$ cat src/rtl/i2c_bus_monitor_pkg.sv
// Shared I2C monitor definitions: parameter defaults
// and bus FSM state encodings.
package i2c_bus_monitor_pkg;

    localparam int unsigned FILTER_LEN_DEF      = 4;
    localparam int unsigned BUS_FREE_CYCLES_DEF = 100;

    typedef enum logic [1:0] {
        ST_FREE      = 2'd0,
        ST_BUSY      = 2'd1,
        ST_WAIT_FREE = 2'd2
    } bus_state_e;

endpackage

$ cat src/rtl/i2c_line_filter.sv
// One I2C line: 2-flop synchronizer, stability filter
// and edge detect on the filtered level.
module i2c_line_filter
    import i2c_bus_monitor_pkg::*;
#(
    parameter int unsigned FILTER_LEN = FILTER_LEN_DEF
) (
    input  logic i_clk,
    input  logic i_rst,
    input  logic i_line,
    output logic o_filt,
    output logic o_prev,
    output logic o_rise,
    output logic o_fall
);

    localparam int unsigned CW = $clog2(FILTER_LEN + 1);
    localparam logic [CW-1:0] LAST = CW'(FILTER_LEN - 1);

    logic          r_meta;
    logic          r_sync;
    logic [CW-1:0] r_cnt;
    logic          r_filt;
    logic          r_prev;

    // Bring the asynchronous pin into the clock domain.
    always_ff @(posedge i_clk) begin
        if (i_rst) begin
            r_meta <= 1'b1;
            r_sync <= 1'b1;
        end else begin
            r_meta <= i_line;
            r_sync <= r_meta;
        end
    end

    // Accept a new level only after FILTER_LEN stable mismatches.
    always_ff @(posedge i_clk) begin
        if (i_rst) begin
            r_cnt  <= '0;
            r_filt <= 1'b1;
        end else if (r_sync == r_filt) begin
            r_cnt  <= '0;
        end else if (r_cnt == LAST) begin
            r_cnt  <= '0;
            r_filt <= r_sync;
        end else begin
            r_cnt  <= r_cnt + 1'b1;
        end
    end

    // Delayed copy of the filtered level for edge detection.
    always_ff @(posedge i_clk) begin
        if (i_rst) begin
            r_prev <= 1'b1;
        end else begin
            r_prev <= r_filt;
        end
    end

    assign o_filt = r_filt;
    assign o_prev = r_prev;
    assign o_rise = r_filt & ~r_prev;
    assign o_fall = ~r_filt & r_prev;

endmodule

$ cat src/rtl/i2c_bus_monitor.sv
// Passive I2C bus monitor: filtered lines, edges,
// START/STOP detection and bus ownership FSM.
module i2c_bus_monitor
    import i2c_bus_monitor_pkg::*;
#(
    parameter int unsigned FILTER_LEN      = FILTER_LEN_DEF,
    parameter int unsigned BUS_FREE_CYCLES = BUS_FREE_CYCLES_DEF
) (
    input  logic clk,
    input  logic rst,
    input  logic scl_in,
    input  logic sda_in,
    output logic scl_filt,
    output logic sda_filt,
    output logic scl_rise,
    output logic scl_fall,
    output logic sda_rise,
    output logic sda_fall,
    output logic start_det,
    output logic stop_det,
    output logic bus_busy,
    output logic bus_free
);

    localparam int unsigned ICW = $clog2(BUS_FREE_CYCLES + 1);
    localparam logic [ICW-1:0] IDLE_LAST = ICW'(BUS_FREE_CYCLES - 1);

    logic           w_scl_prev;
    logic           w_sda_prev;
    logic           w_both_high;
    bus_state_e     r_state;
    bus_state_e     w_state_nxt;
    logic [ICW-1:0] r_idle;
    logic [ICW-1:0] w_idle_nxt;

    i2c_line_filter #(
        .FILTER_LEN (FILTER_LEN)
    ) u_scl (
        .i_clk  (clk),
        .i_rst  (rst),
        .i_line (scl_in),
        .o_filt (scl_filt),
        .o_prev (w_scl_prev),
        .o_rise (scl_rise),
        .o_fall (scl_fall)
    );

    i2c_line_filter #(
        .FILTER_LEN (FILTER_LEN)
    ) u_sda (
        .i_clk  (clk),
        .i_rst  (rst),
        .i_line (sda_in),
        .o_filt (sda_filt),
        .o_prev (w_sda_prev),
        .o_rise (sda_rise),
        .o_fall (sda_fall)
    );

    // SCL must be high on both sides of the SDA edge, so a
    // simultaneous SCL edge suppresses START/STOP.
    assign start_det   = sda_fall & scl_filt & w_scl_prev;
    assign stop_det    = sda_rise & scl_filt & w_scl_prev;
    assign w_both_high = scl_filt & sda_filt;

    // Next state and idle count; count is zero unless it
    // keeps accumulating inside WAIT_FREE.
    always_comb begin
        w_state_nxt = r_state;
        w_idle_nxt  = '0;
        unique case (r_state)
            ST_FREE: begin
                if (start_det) begin
                    w_state_nxt = ST_BUSY;
                end else if (!w_both_high) begin
                    w_state_nxt = ST_WAIT_FREE;
                end
            end
            ST_BUSY: begin
                if (stop_det) begin
                    w_state_nxt = ST_WAIT_FREE;
                end
            end
            ST_WAIT_FREE: begin
                if (start_det) begin
                    w_state_nxt = ST_BUSY;
                end else if (w_both_high) begin
                    if (r_idle == IDLE_LAST) begin
                        w_state_nxt = ST_FREE;
                    end else begin
                        w_idle_nxt = r_idle + 1'b1;
                    end
                end
            end
            default: begin
                w_state_nxt = ST_WAIT_FREE;
            end
        endcase
    end

    // State and idle counter registers.
    always_ff @(posedge clk) begin
        if (rst) begin
            r_state <= ST_WAIT_FREE;
            r_idle  <= '0;
        end else begin
            r_state <= w_state_nxt;
            r_idle  <= w_idle_nxt;
        end
    end

    assign bus_busy = (r_state == ST_BUSY);
    assign bus_free = (r_state == ST_FREE);

endmodule
$ cat config.mk
export PLATFORM = sky130hd
export DESIGN_NAME = i2c_bus_monitor
export DESIGN_NICKNAME = d
export VERILOG_FILES = /design/src/rtl/i2c_bus_monitor_pkg.sv /design/src/rtl/i2c_line_filter.sv /design/src/rtl/i2c_bus_monitor.sv
export SDC_FILE = /design/constraint.sdc
export NUM_CORES = 1
export LEC_CHECK = 0
export CAP_MARGIN = 20
export CELL_PAD_IN_SITES_DETAIL_PLACEMENT = 0
export CELL_PAD_IN_SITES_GLOBAL_PLACEMENT = 1
export CORE_ASPECT_RATIO = 1.2
export CORE_MARGIN = 5
export CORE_UTILIZATION = 23
export CTS_BUF_LIST = sky130_fd_sc_hd__clkbuf_4 sky130_fd_sc_hd__clkbuf_8
export CTS_CLUSTER_SIZE = 25
export DETAILED_ROUTE_END_ITERATION = 8
export HOLD_SLACK_MARGIN = 0.06
export PLACE_DENSITY = 0.48
export SYNTH_ARGS = -nofsm -noshare
export SYNTH_HDL_FRONTEND = slang
export SYNTH_SLANG_ARGS = --single-unit
export TNS_END_PERCENT = 1
$ cat constraint.sdc
create_clock -name clk -period 1.5 [get_ports clk]
set_input_delay 0.15 -clock clk [delete_from_list [all_inputs] [get_ports clk]]
set_output_delay 0.15 -clock clk [all_outputs]
set_load 0.01 [all_outputs]
==> results of run 1 <==
registers in the layout (all words and copies together) (netlist names):
name          flops
u_scl.r_cnt       3
u_sda.r_sync      1
u_scl.o_prev      1
u_scl.o_filt      1
u_sda.o_filt      1
u_sda.r_cnt       3
r_state           2
u_scl.r_meta      1
u_sda.o_prev      1
u_sda.r_meta      1
u_scl.r_sync      1
r_idle            7
timing repair:
item                                    4_1_cts  5_1_grt
buffers inserted                              0        0
endpoints found under the hold margin         0        0
gates cloned                                  0        0
endpoints found under the setup margin       16       10
gates resized for setup                       9        4
pin swaps                                     5        0
hold buffers                                  0        0
through the flow:
step / TNS (ps) / area (um2) / hold WS, ps / power (mW)
detailed placement: -330.3 / 1231 / 400.5 / 0.7023
global route: -666.6 / 1284 / 440.9 / 1.115
finish: -147.7 / 1284 / 417.4 / 1.062
CTS: -395.7 / 1275 / 423.0 / 1.087
floorplan: -652.1 / 965.9 / 253.8 / 0.6830
global placement: -282.4 / 1231 / 393.4 / 0.7013
cell families (layout without fill, tap and decap cells):
logic type               Yosys count  in the layout  synth area share, %
buffers and inverters             12             38                6.226
XOR/XNOR                           7              7                6.356
flip-flops                        23             23                47.73
AO/OA/AOI/OAI                     10             10                7.004
adder cells (fa/ha/maj)            5              5                6.485
AND/OR/NAND/NOR                   42             42                26.20
final cells by class:
class,count,area [um2]
Fill cell,452,2720
Sequential cell,23,466.7
Multi-Input combinational cell,64,449.2
Timing Repair Buffer,26,224.0
Tap cell,54,67.56
Clock buffer,3,41.29
Inverter,8,30.03
Clock inverter,1,5.005
metal layers:
layer	routed length, um	vias to the layer above	track usage, %
met5	0	-	0
met4	19	0	2.930
met3	56	2	2.104
met2	874	10	13.07
met1	791	313	7.640
li1	-	371	-
worst register-to-register path, stage by stage (launching register included):
cell and delay, ps:
dfxtp_2 320, ha_1 200, nor4b_1 140, and3_1 180, or4_4 510, nor2_2 130
power by group:
part / switching [mW] / internal, mW / total (mW)
Sequential: 0.00718 / 0.623 / 0.630
Combinational: 0.0252 / 0.0309 / 0.0561
Clock: 0.191 / 0.185 / 0.376
synthesized netlist by cell type (all sizes together), types with 3 or more instances:
library cell,count
and3,3
inv,8
ha,5
dfxtp,23
nand2,4
xnor2,5
nor2,15
nor2b,6
or2,5
o21ai,3
cells in the final DEF, fill, tap and decap left out, types with 2 or more instances in the layout:
| master | synthesis | final |
|---|---|---|
| a21oi_1 | 2 | 2 |
| nor2b_1 | 5 | 5 |
| dlygate4sd2_1 | 0 | 7 |
| nor2_1 | 8 | 8 |
| buf_4 | 0 | 13 |
| dlymetal6s2s_1 | 0 | 2 |
| nor2_2 | 6 | 6 |
| xnor2_1 | 5 | 5 |
| clkdlybuf4s50_1 | 0 | 4 |
| xor2_1 | 2 | 2 |
| inv_1 | 7 | 7 |
| nand2_1 | 4 | 4 |
| clkbuf_8 | 0 | 3 |
| nand3_1 | 2 | 2 |
| dfxtp_2 | 0 | 2 |
| or2_2 | 5 | 5 |
| dfxtp_1 | 23 | 20 |
| o21ai_0 | 3 | 3 |
| ha_1 | 5 | 5 |
| and3_1 | 3 | 3 |
| or3_1 | 2 | 2 |
final timing paths:
| kind | start | depth (start not counted) | to | slack (ps) |
|---|---|---|---|---|
| max | r_idle[0] | 5 | r_idle[4] | -40 |
| min | u_sda.r_meta | 1 | u_sda.r_sync | 420 |
| max reg2reg | r_idle[0] | 5 | r_idle[4] | -40 |
| min reg2reg | u_sda.r_meta | 1 | u_sda.r_sync | 420 |
==> metrics.md, run 1 <==
| Metric | Value |
|---|---|
| Status | `finished with violations` |
| Violated checks | `negative setup slack` |
| Top cells by area, synth | `dfxtp_1, ha_1, xnor2_1` |
| CTS clock-pin slew for the worst setup and hold paths | `80 ps` |
| Final WS setup | `-39.87 ps` |
| RSZ-0062 raised after global routing | `yes` |
| PortBufs | `13` |
| Area leader, netlist | `dfxtp_1` |
| CP Launch Type | `register` |
| Top FF cell, synth | `dfxtp_1` |
| EDFF count, synth | `0` |
| ANT cells | `0` |
| CTS buffer count | `3` |
| Worst EP arrival | `roughly 1800 ps` |
| Via density | `3.888` |
| Total core area | `4004 um2` |
| Worst-path fanout max | `7` |
| Die Wd | `69.12 um` |
| Post-synth top area share | `47.73%` |
| Pleak | `roughly 0.59 nW` |
| Buf+Inv Stages, Crit Path | `0` |
| Post-Place Worst Slack | `-55.85 ps` |
| Clock sink total | `23` |
| Syn_nets | `108` |
| Clk buf depth | `2` |
| Fin. Hold Viols | `0` |
| Ports | `14` |
| Drt pass-1 iters | `3` |
| Final nets | `135` |
| Max-slew violations | `0` |
| Worst path cell trace | `ha_1 > nor4b_1 > and3_1 > or4_4 > nor2_2` |
| Drt initial violations | `33` |
| Post-synth cell types | `29` |
| Fin util | `32.06%` |
| WL/cell | `9.732 um` |
| CTS tree | `done` |
| Row cnt | `25` |
| Worst VDD drop | `0.2567 mV` |
| Synth Warn # | `0` |
| PD cells | `827.3 nW/um2` |
| FFs w/ async S/R, synth | `0%` |
| Synthesis-stage register bit count | `23` |
| Clk_skew | `3.889 ps` |
| Slew headroom | `a little over four fifths` |
| Fraction of layout cells with a size suffix above 1 | `between 20 and 30%` |
| DP Cell Count | `175` |
| Finished Layout Cells | `approximately 180` |
| Hold Crit Class | `register to register` |
| Delay of the slowest cell on the worst path | `510 ps` |
| Cells after synthesis | `99` |
| Largest net degree at the start of global routing | `14` |
| Vias in the first global route | `approximately 740` |
| CP required | `between 1500 and 2000 ps` |
| Post-DP HPWL | `between 1000 and 1500 um` |
| Final period utilization | `102.7%` |
| Sequential-to-total area share from yosys stat | `47.73%` |
| Detail Route Antenna Nets | `0` |
| Final WL | `1742 um` |
| Fin crit period | `approximately 1500 ps` |
| Final setup fails | `7` |
| Root buf cell | `clkbuf_8` |
| Die ar. | `5595 um2` |
| Max Freq | `649.4 MHz` |
| Critical path class | `register to register` |
| Max Cap Violations | `0` |
| Die Y | `80.95 um` |
| Residual DRC count | `0` |
| Mapped Area | `roughly 960 um2` |
| Worst path slowest cell | `or4_4` |
| Vias | `696` |
| Starting Density | `24.09%` |
| Gpl congestion | `about 0.73` |
| H-tree levels | `1` |
| Worst path top cell family by delay | `simple AND/OR/NAND/NOR gates` |
| Tot GR Track Use | `7.111%` |
| Worst-Skew Late Latency | `about 260 ps` |
| Syn_area_per_cell | `between 9 and 10 um2` |
| First-pass GRT wire length | `3243 um` |
| Setup crit end kind | `register` |
| Worst-Margin Slew | `roughly 250 ps` |
| Area grow syn2layout | `33.07%` |
| Initial antenna violation count | `0` |
| Grt total ovfl | `0` |
Note: power is estimated with default switching activity, not from simulation.
==> run 2: changes to the inputs <==
- HOLD_SLACK_MARGIN: 0.06 -> 0.02
- SLEW_MARGIN: not set -> 20
==> results of run 2 <==
Same layout as run 1: the final DEF is identical, and so are final timing and power.
